File: src/rtl/fetch_unit_pkg.sv
// Shared definitions for the instruction-fetch stage: opcodes, reset PC and FSM encoding.
package fetch_unit_pkg;

    localparam logic [5:0]  OpJ            = 6'h02;
    localparam logic [5:0]  OpBeq          = 6'h04;
    localparam logic [31:0] DefaultResetPc = 32'h0000_0000;

    typedef enum logic [1:0] {
        StIdle  = 2'b00,
        StFetch = 2'b01,
        StValid = 2'b10
    } fetch_state_e;

endpackage

File: src/rtl/fetch_unit_pc_next.sv
// Next-PC select: jump target, taken-branch target or fall-through. Jump wins over branch.
module fetch_unit_pc_next (
    input  logic [31:0] pcplus4_i,
    input  logic [31:0] signimm_i,
    input  logic [25:0] instr_idx_i,
    input  logic        pcsrc_i,
    input  logic        jump_i,
    output logic [31:0] next_pc_o
);

    logic [31:0] branch_target;
    logic [31:0] jump_target;

    assign branch_target = pcplus4_i + {signimm_i[29:0], 2'b00};
    assign jump_target   = {pcplus4_i[31:28], instr_idx_i, 2'b00};

    always_comb begin
        next_pc_o = pcplus4_i;
        if (jump_i) begin
            next_pc_o = jump_target;
        end else if (pcsrc_i) begin
            next_pc_o = branch_target;
        end
    end

endmodule

File: src/rtl/fetch_unit.sv
// Multicycle MIPS fetch stage: PC, instruction register, imem req/ack handshake and
// retired-instruction counter.
module fetch_unit
    import fetch_unit_pkg::*;
#(
    parameter logic [31:0] RESET_PC = DefaultResetPc,
    parameter int unsigned CNT_W    = 32
) (
    input  logic             clk,
    input  logic             reset,
    output logic             imem_req,
    output logic [31:0]      imem_addr,
    input  logic             imem_ack,
    input  logic [31:0]      imem_rdata,
    input  logic             stall,
    input  logic             pcsrc,
    input  logic             jump,
    input  logic [31:0]      signimm,
    output logic [31:0]      instr,
    output logic             instr_valid,
    output logic [5:0]       op,
    output logic [5:0]       funct,
    output logic [31:0]      pc,
    output logic [31:0]      pcplus4,
    output logic [CNT_W-1:0] retired
);

    fetch_state_e     state_q, state_d;
    logic [31:0]      pc_q, pc_d;
    logic [31:0]      instr_q, instr_d;
    logic [CNT_W-1:0] retired_q, retired_d;
    logic [31:0]      next_pc;

    assign pcplus4 = pc_q + 32'd4;

    fetch_unit_pc_next u_pc_next (
        .pcplus4_i   (pcplus4),
        .signimm_i   (signimm),
        .instr_idx_i (instr_q[25:0]),
        .pcsrc_i     (pcsrc),
        .jump_i      (jump),
        .next_pc_o   (next_pc)
    );

    always_comb begin
        state_d   = state_q;
        pc_d      = pc_q;
        instr_d   = instr_q;
        retired_d = retired_q;
        unique case (state_q)
            StIdle: begin
                state_d = StFetch;
            end
            StFetch: begin
                if (imem_ack) begin
                    instr_d = imem_rdata;
                    state_d = StValid;
                end
            end
            StValid: begin
                // Controller inputs are only meaningful while the instruction is held.
                if (!stall) begin
                    pc_d      = next_pc;
                    retired_d = retired_q + CNT_W'(1);
                    state_d   = StFetch;
                end
            end
            default: begin
                state_d = StIdle;
            end
        endcase
    end

    always_ff @(posedge clk) begin
        if (reset) begin
            state_q   <= StIdle;
            pc_q      <= RESET_PC;
            instr_q   <= 32'h0;
            retired_q <= '0;
        end else begin
            state_q   <= state_d;
            pc_q      <= pc_d;
            instr_q   <= instr_d;
            retired_q <= retired_d;
        end
    end

    assign imem_req    = (state_q == StFetch);
    assign imem_addr   = {pc_q[31:2], 2'b00};
    assign instr       = instr_q;
    assign instr_valid = (state_q == StValid);
    assign op          = instr_valid ? instr_q[31:26] : 6'h0;
    assign funct       = instr_valid ? instr_q[5:0] : 6'h0;
    assign pc          = pc_q;
    assign retired     = retired_q;

endmodule

File: config.mk
export PLATFORM = sky130hd
export DESIGN_NAME = fetch_unit
export DESIGN_NICKNAME = d
export VERILOG_FILES = /design/src/rtl/fetch_unit_pkg.sv /design/src/rtl/fetch_unit_pc_next.sv /design/src/rtl/fetch_unit.sv
export SDC_FILE = /design/constraint.sdc
export NUM_CORES = 1
export LEC_CHECK = 0
export CAP_MARGIN = 0
export CORE_UTILIZATION = 49
export DETAILED_ROUTE_END_ITERATION = 8
export GPL_TIMING_DRIVEN = 1
export PLACE_DENSITY = 0.87
export REMOVE_ABC_BUFFERS = 1
export SETUP_SLACK_MARGIN = 0.1
export SLEW_MARGIN = 10
export SYNTH_ARGS = -nofsm -noshare
export SYNTH_HDL_FRONTEND = slang
export SYNTH_SLANG_ARGS = --single-unit
File: constraint.sdc
create_clock -name clk -period 10.8 [get_ports clk]
set_clock_uncertainty 0.05 [all_clocks]
set_input_delay 1.62 -clock clk [delete_from_list [all_inputs] [get_ports clk]]
set_output_delay 1.62 -clock clk [all_outputs]
set_load 0.02 [all_outputs]
# After elaboration in Yosys (flattened, before gate mapping)
# Index checks and enable logic that the tools add are counted.
dict set report totals {
  input_bits 70
  reg_bits 98
  output_inout_bits 174
}
dict set report op_classes {
  n_bitwise 1
  mux 7
  n_reduce_logical 4
  add_sub_neg 3
  eq_ne 4
}
# cell count
set ops {}
lappend ops {{$mux W32} 2}
lappend ops {{$add A32 B1 Y32 const B} 1}
lappend ops {{$add A32 B3 Y32 const B} 1}
lappend ops {{$add A32 B32 Y32} 1}
lappend ops {{$mux W6} 2}
lappend ops {{$pmux W2 S3} 1}
lappend ops {{$reduce_and A2 Y1} 3}
lappend ops {{$mux W2} 2}
lappend ops {{$eq A2 B1 Y1 const B} 1}
lappend ops {{$eq A2 B2 Y1 const B} 1}
lappend ops {{$logic_not A2 Y1} 1}
lappend ops {{$ne A2 B1 Y1 const B} 1}
lappend ops {{$ne A2 B2 Y1 const B} 1}
lappend ops {{$not A1 Y1} 1}

# Depth between registers and ports, before layout
dict set report depth {
  word_depth 4
  ltp_mapped 16
  mapped_depth_nobuf 16
}

# Modules after synthesis
# A second synthesis with hierarchy kept.
dict set report hier_totals {
  hier_cells 924
  area_unflattened_um2 6920.4
}
# mod cells_each n_inst seq_area_each_um2 area_each_um2
set modules_own_cells {}
lappend modules_own_cells {fetch_unit 600 1 1961.9 4720.8}
lappend modules_own_cells {fetch_unit_pc_next 324 1 0.0 2199.6}

# Worst setup path before layout
# OpenSTA, ideal clock, no wires.
dict set report synth_path {
  path_type {register to register}
  start {reg pc_q[2] (netlist: pc[2])}
  end {reg pc_q[23] (netlist: pc[23])}
  path_buffers 0
  synth_period_minus_slack_ns 3.968
  t_arrival_ns 3.786
  stages_incl_launch_ff 17
  required_ns 10.618
  setup_ns 0.132
  setup_slack_ns 6.832
  path_cell_list {dfxtp_1 ha_1 nand4_1 inv_1 and2_1 nand4_1 xnor2_1 ha_1 and3_1 and3_1 a221oi_1 a21oi_2 o22ai_1 o21ai_0 a221o_1 o211ai_1 a21oi_1}
}
dict set report synth_between {
  elab_chain_cells 4
}
# item line
set synth_lines {}
lappend synth_lines {{from (decl)} fetch_unit.sv:29} ;# logic [31:0] pc_q, pc_d;
lappend synth_lines {{from (signal assigned)} fetch_unit.sv:82} ;# pc_q <= pc_d;
lappend synth_lines {{$add A32 B3 Y32} fetch_unit.sv:34} ;# assign pcplus4 = pc_q + 32'd4;
lappend synth_lines {{net pcplus4[14]} fetch_unit.sv:24} ;# output logic [31:0] pcplus4,
lappend synth_lines {{$add A32 B32 Y32} fetch_unit_pc_next.sv:14} ;# assign branch_target = pcplus4_i + {signimm_i[29:0], 2'b00};
lappend synth_lines {{$mux W32} fetch_unit_pc_next.sv:21} ;# end else if (pcsrc_i) begin
lappend synth_lines {{$mux W32} fetch_unit_pc_next.sv:19} ;# if (jump_i) begin
# The timed path passes the listed nets, and every way through them passes these cells.
# A chain may end at the register's enable or synchronous reset.

# Worst setup path in the final report
dict set report layout_path {
  start {reg pc_q[2] (netlist: pc[2])}
  end {out pcplus4[20]}
}
dict set report layout_between {
  elab_chain_cells 1
}
# item line
set layout_lines {}
lappend layout_lines {{$add A32 B3 Y32} fetch_unit.sv:34}
lappend layout_lines {{to (decl)} fetch_unit.sv:24}
# Every way passes these cells.

==> impl_metrics.tcl <==
set metrics [dict create \
    initial_core_util_pct 51.06 \
    grt_pass1_vias 6244 \
    status "complete, no violations" \
    cts_resized 0 \
    path_class "reg2out" \
    critPathBufInv 1 \
    synth_edf_count 0 \
    drcViolationCount 0 \
    min_period_over_period_pct 44.85 \
    nNetsFinal 1152 \
    wirelength_microns 19930 \
    synthToLayoutAreaGrowth_pct 38.17 \
    antenna_found_initial 0 \
    cpMaxStageDelayCell "clkdlybuf4s50_1" \
    route.detailed.wl_per_inst_microns 16.33 \
    clockBufferDepth 2 \
    crit_chain "ha_1 -> nand4_1 -> nor3_1 -> nand3_1 -> xnor2_1 -> clkdlybuf4s50_1" \
    gr-total-overflow 0 \
    p_leak_nw 3.528 \
    finalHoldViolations 0 \
    hp-class "reg2reg" \
    port_buffers 235 \
    cts.sinks 96 \
    htreeDepth 3 \
    tightest_slew_ps 682.6 \
    synth_ff_type "dfxtp_1" \
    r2r_setup_slack_ps 6450 \
    grt_max_degree 56 \
    combPwrFrac_pct 18.3 \
    yosysTopAreaCellShare_pct 29.23 \
    ant_nets 0 \
    endpoint "pcplus4[20]" \
    gp_congestion 0.8991 \
    cts_tree "built" \
    syn-cell-area_sq_um 6575 \
    power_density_nw_per_um2 92.87 \
    ys_async_sr_fraction_pct 0 \
    syn_avg_cell_area_sq_um 7.628 \
    seqPwrFrac_pct 44.1 \
    setup_tns_ps 0 \
    critPathMaxStageDelay_ps 710 \
    syn_inst 862 \
    ios 244 \
    grt_pass1_wl_microns 31990 \
    diodes 0 \
    pre_cts_slack_ps 6178 \
    power.switching_uw 232.3 \
    cap_violations 0 \
    cp_top_family "simple AND/OR/NAND/NOR gates" \
    synth_area_leaders "dfxtp_1, nand2_1, ha_1" \
    dr.pass1.iters 5 \
    hpwlAfterDp_microns 15240 \
    core_area_sq_um 12880 \
    reg2reg_depth 16 \
    cts_made_buffers 9 \
    slew_headroom_pct 54.50 \
    start_kind "flop" \
    die_w_microns 117.8 \
    crit_fanout 8 \
    rows 41 \
    reg2reg_from "pc[2]" \
    critPathLaunch "pc[2]" \
    cp_data_required_time_ps 9130 \
    internal_power_uw 611.5 \
    grt_usage_pct 28.07 \
    postCtsSetupBuffers 0 \
    cts-root-buf "clkbuf_16" \
    clock_latency_ps 340 \
    fmax_ghz 0.2064 \
    clockPowerShare_pct 37.6 \
    critPathArrivalTime_ps 3170 \
    die_h_microns 117.8 \
    swShare_pct 27.53 \
    detail_route.iter0.violations 551 \
    r2r-end "pc[27]" \
    yosysUniqueCellTypes 67 \
    setup_viol 0 \
    ys_ff_latch 96 \
    fin_crit_ps 4844 \
    fp.dieArea_sq_um 13890 \
    rsz0062_at_grt "no" \
    synth_largest_area_cell "dfxtp_1" \
    via_count 6713 \
    slew_viol_final 0 \
    cts_hold_buf 0 \
    worst_slack_ps 5956 \
    via_per_inst 5.498 \
    end_kind "primary output" \
    path_depth 6 \
    ys_warn_count 0 \
    yosysSeqAreaShare_pct 29.23 \
    path_clk_slew_ps 70 \
    drive_gt1_share_pct 4.290 \
    peakVddDrop_mv 0.08355 \
]
[layout by cell type (no fill, tap or decap), drive strengths merged, types with 3 or more instances in the layout]
cell	instances
nor4	5
o211ai	17
nand2b	10
dfxtp	96
a21o	16
a21oi	92
o21a	3
nand4	14
nor3	13
ha	37
and3	16
a31oi	7
o22ai	3
conb	6
a22o	4
nor2b	4
and4	5
xnor2	34
inv	16
o21ai	25
o21bai	9
buf	7
a211oi	8
clkinvlp	3
and2	16
clkbuf	9
a211o	3
nand2	150
nand3	31
xor2	45
a221oi	4
mux2i	5
nor2	74
clkdlybuf4s50	234
[layer usage]
| metal | vias to the layer above | global-route usage [%] | share of wire (%) |
|---|---|---|---|
| li1 | 3337 | - | - |
| met1 | 3096 | 36.71 | 44 |
| met2 | 236 | 45.26 | 46 |
| met3 | 44 | 5.620 | 6.7 |
| met4 | 0 | 10.74 | 2.9 |
| met5 | - | 0 | 0 |
[stage by stage]
stage                     util (%)  cell area, sq um  total power, mW  hold WS, ps  std cells
after global routing         70.56              9085           0.8774        450.1       1221
after floorplan                  -              6176           0.4537        485.7        792
final                        70.56              9085           0.8437        416.6       1221
after global placement       68.25              8788           0.5299        401.7       1205
after detailed placement     68.25              8788           0.5317        410.0       1205
after CTS                    70.56              9085           0.8463        419.3       1221
[synthesized netlist by cell type, types with 7 or more instances]
cell type / number
nand2b_1: 10
o211ai_1: 17
o21bai_1: 9
xnor2_1: 34
and2_1: 16
a211oi_1: 7
nand4_1: 14
xor2_1: 45
a21oi_1: 88
a31oi_1: 7
dfxtp_1: 96
nor2_1: 72
ha_1: 37
nand3_1: 29
nor3_1: 13
clkbuf_1: 36
inv_1: 14
buf_4: 36
a21o_1: 16
and3_1: 15
o21ai_0: 22
nand2_1: 150
[power by group through the flow]
stage / Sequential (mW) / Clock [mW] / Combinational (mW)
2_1_floorplan: 0.388 / 0 / 0.0652
3_3_place_gp: 0.380 / 0 / 0.150
3_5_place_dp: 0.380 / 0 / 0.152
4_1_cts: 0.372 / 0.322 / 0.153
5_1_grt: 0.373 / 0.337 / 0.167
6_report: 0.372 / 0.318 / 0.154
[logic make-up after synthesis]
logic type	count (synthesis)	synth area share [%]
and+or+nand+nor	344	24.55
AOI/OAI and AO/OA	208	20.10
DFF	96	29.23
buffers and inverters	90	7.212
xor gates and xnor gates	79	10.52
adders and majority gates	38	7.345
muxes	6	0.9895
other	1	0.05703
[sequential cells by signal (all words and copies together) (netlist names)]
register and flops:
pc 30, instr 32, retired 32, state_q 2
[how the worst min path moves through the flow]
stage                    from         to  cells past startpoint
global placement     instr[6]   instr[6]                      2
floorplan           instr[10]  instr[10]                      2
CTS                 instr[28]  instr[28]                      2
detailed placement  instr[28]  instr[28]                      2
finish              instr[28]  instr[28]                      2
global route        instr[29]  instr[29]                      2
[worst min-delay path, delay by kind of cell (launching register included)]
| family | cells | cell delay, ps |
|---|---|---|
| AO/OA/AOI/OAI | 1 | 50 |
| flip-flops | 1 | 320 |
| AND/OR/NAND/NOR | 1 | 50 |
[cell type report]
cell class	instances	area [sq um]
multi-input cells	681	4203
fillers	1064	3791
repair buffers	241	2392
flip-flops and latches	96	1922
clock buffers	9	225.2
well taps	172	215.2
clock inverters	7	71.32
inverters	15	56.30
No activity file was read; power rests on OpenSTA's default activity.
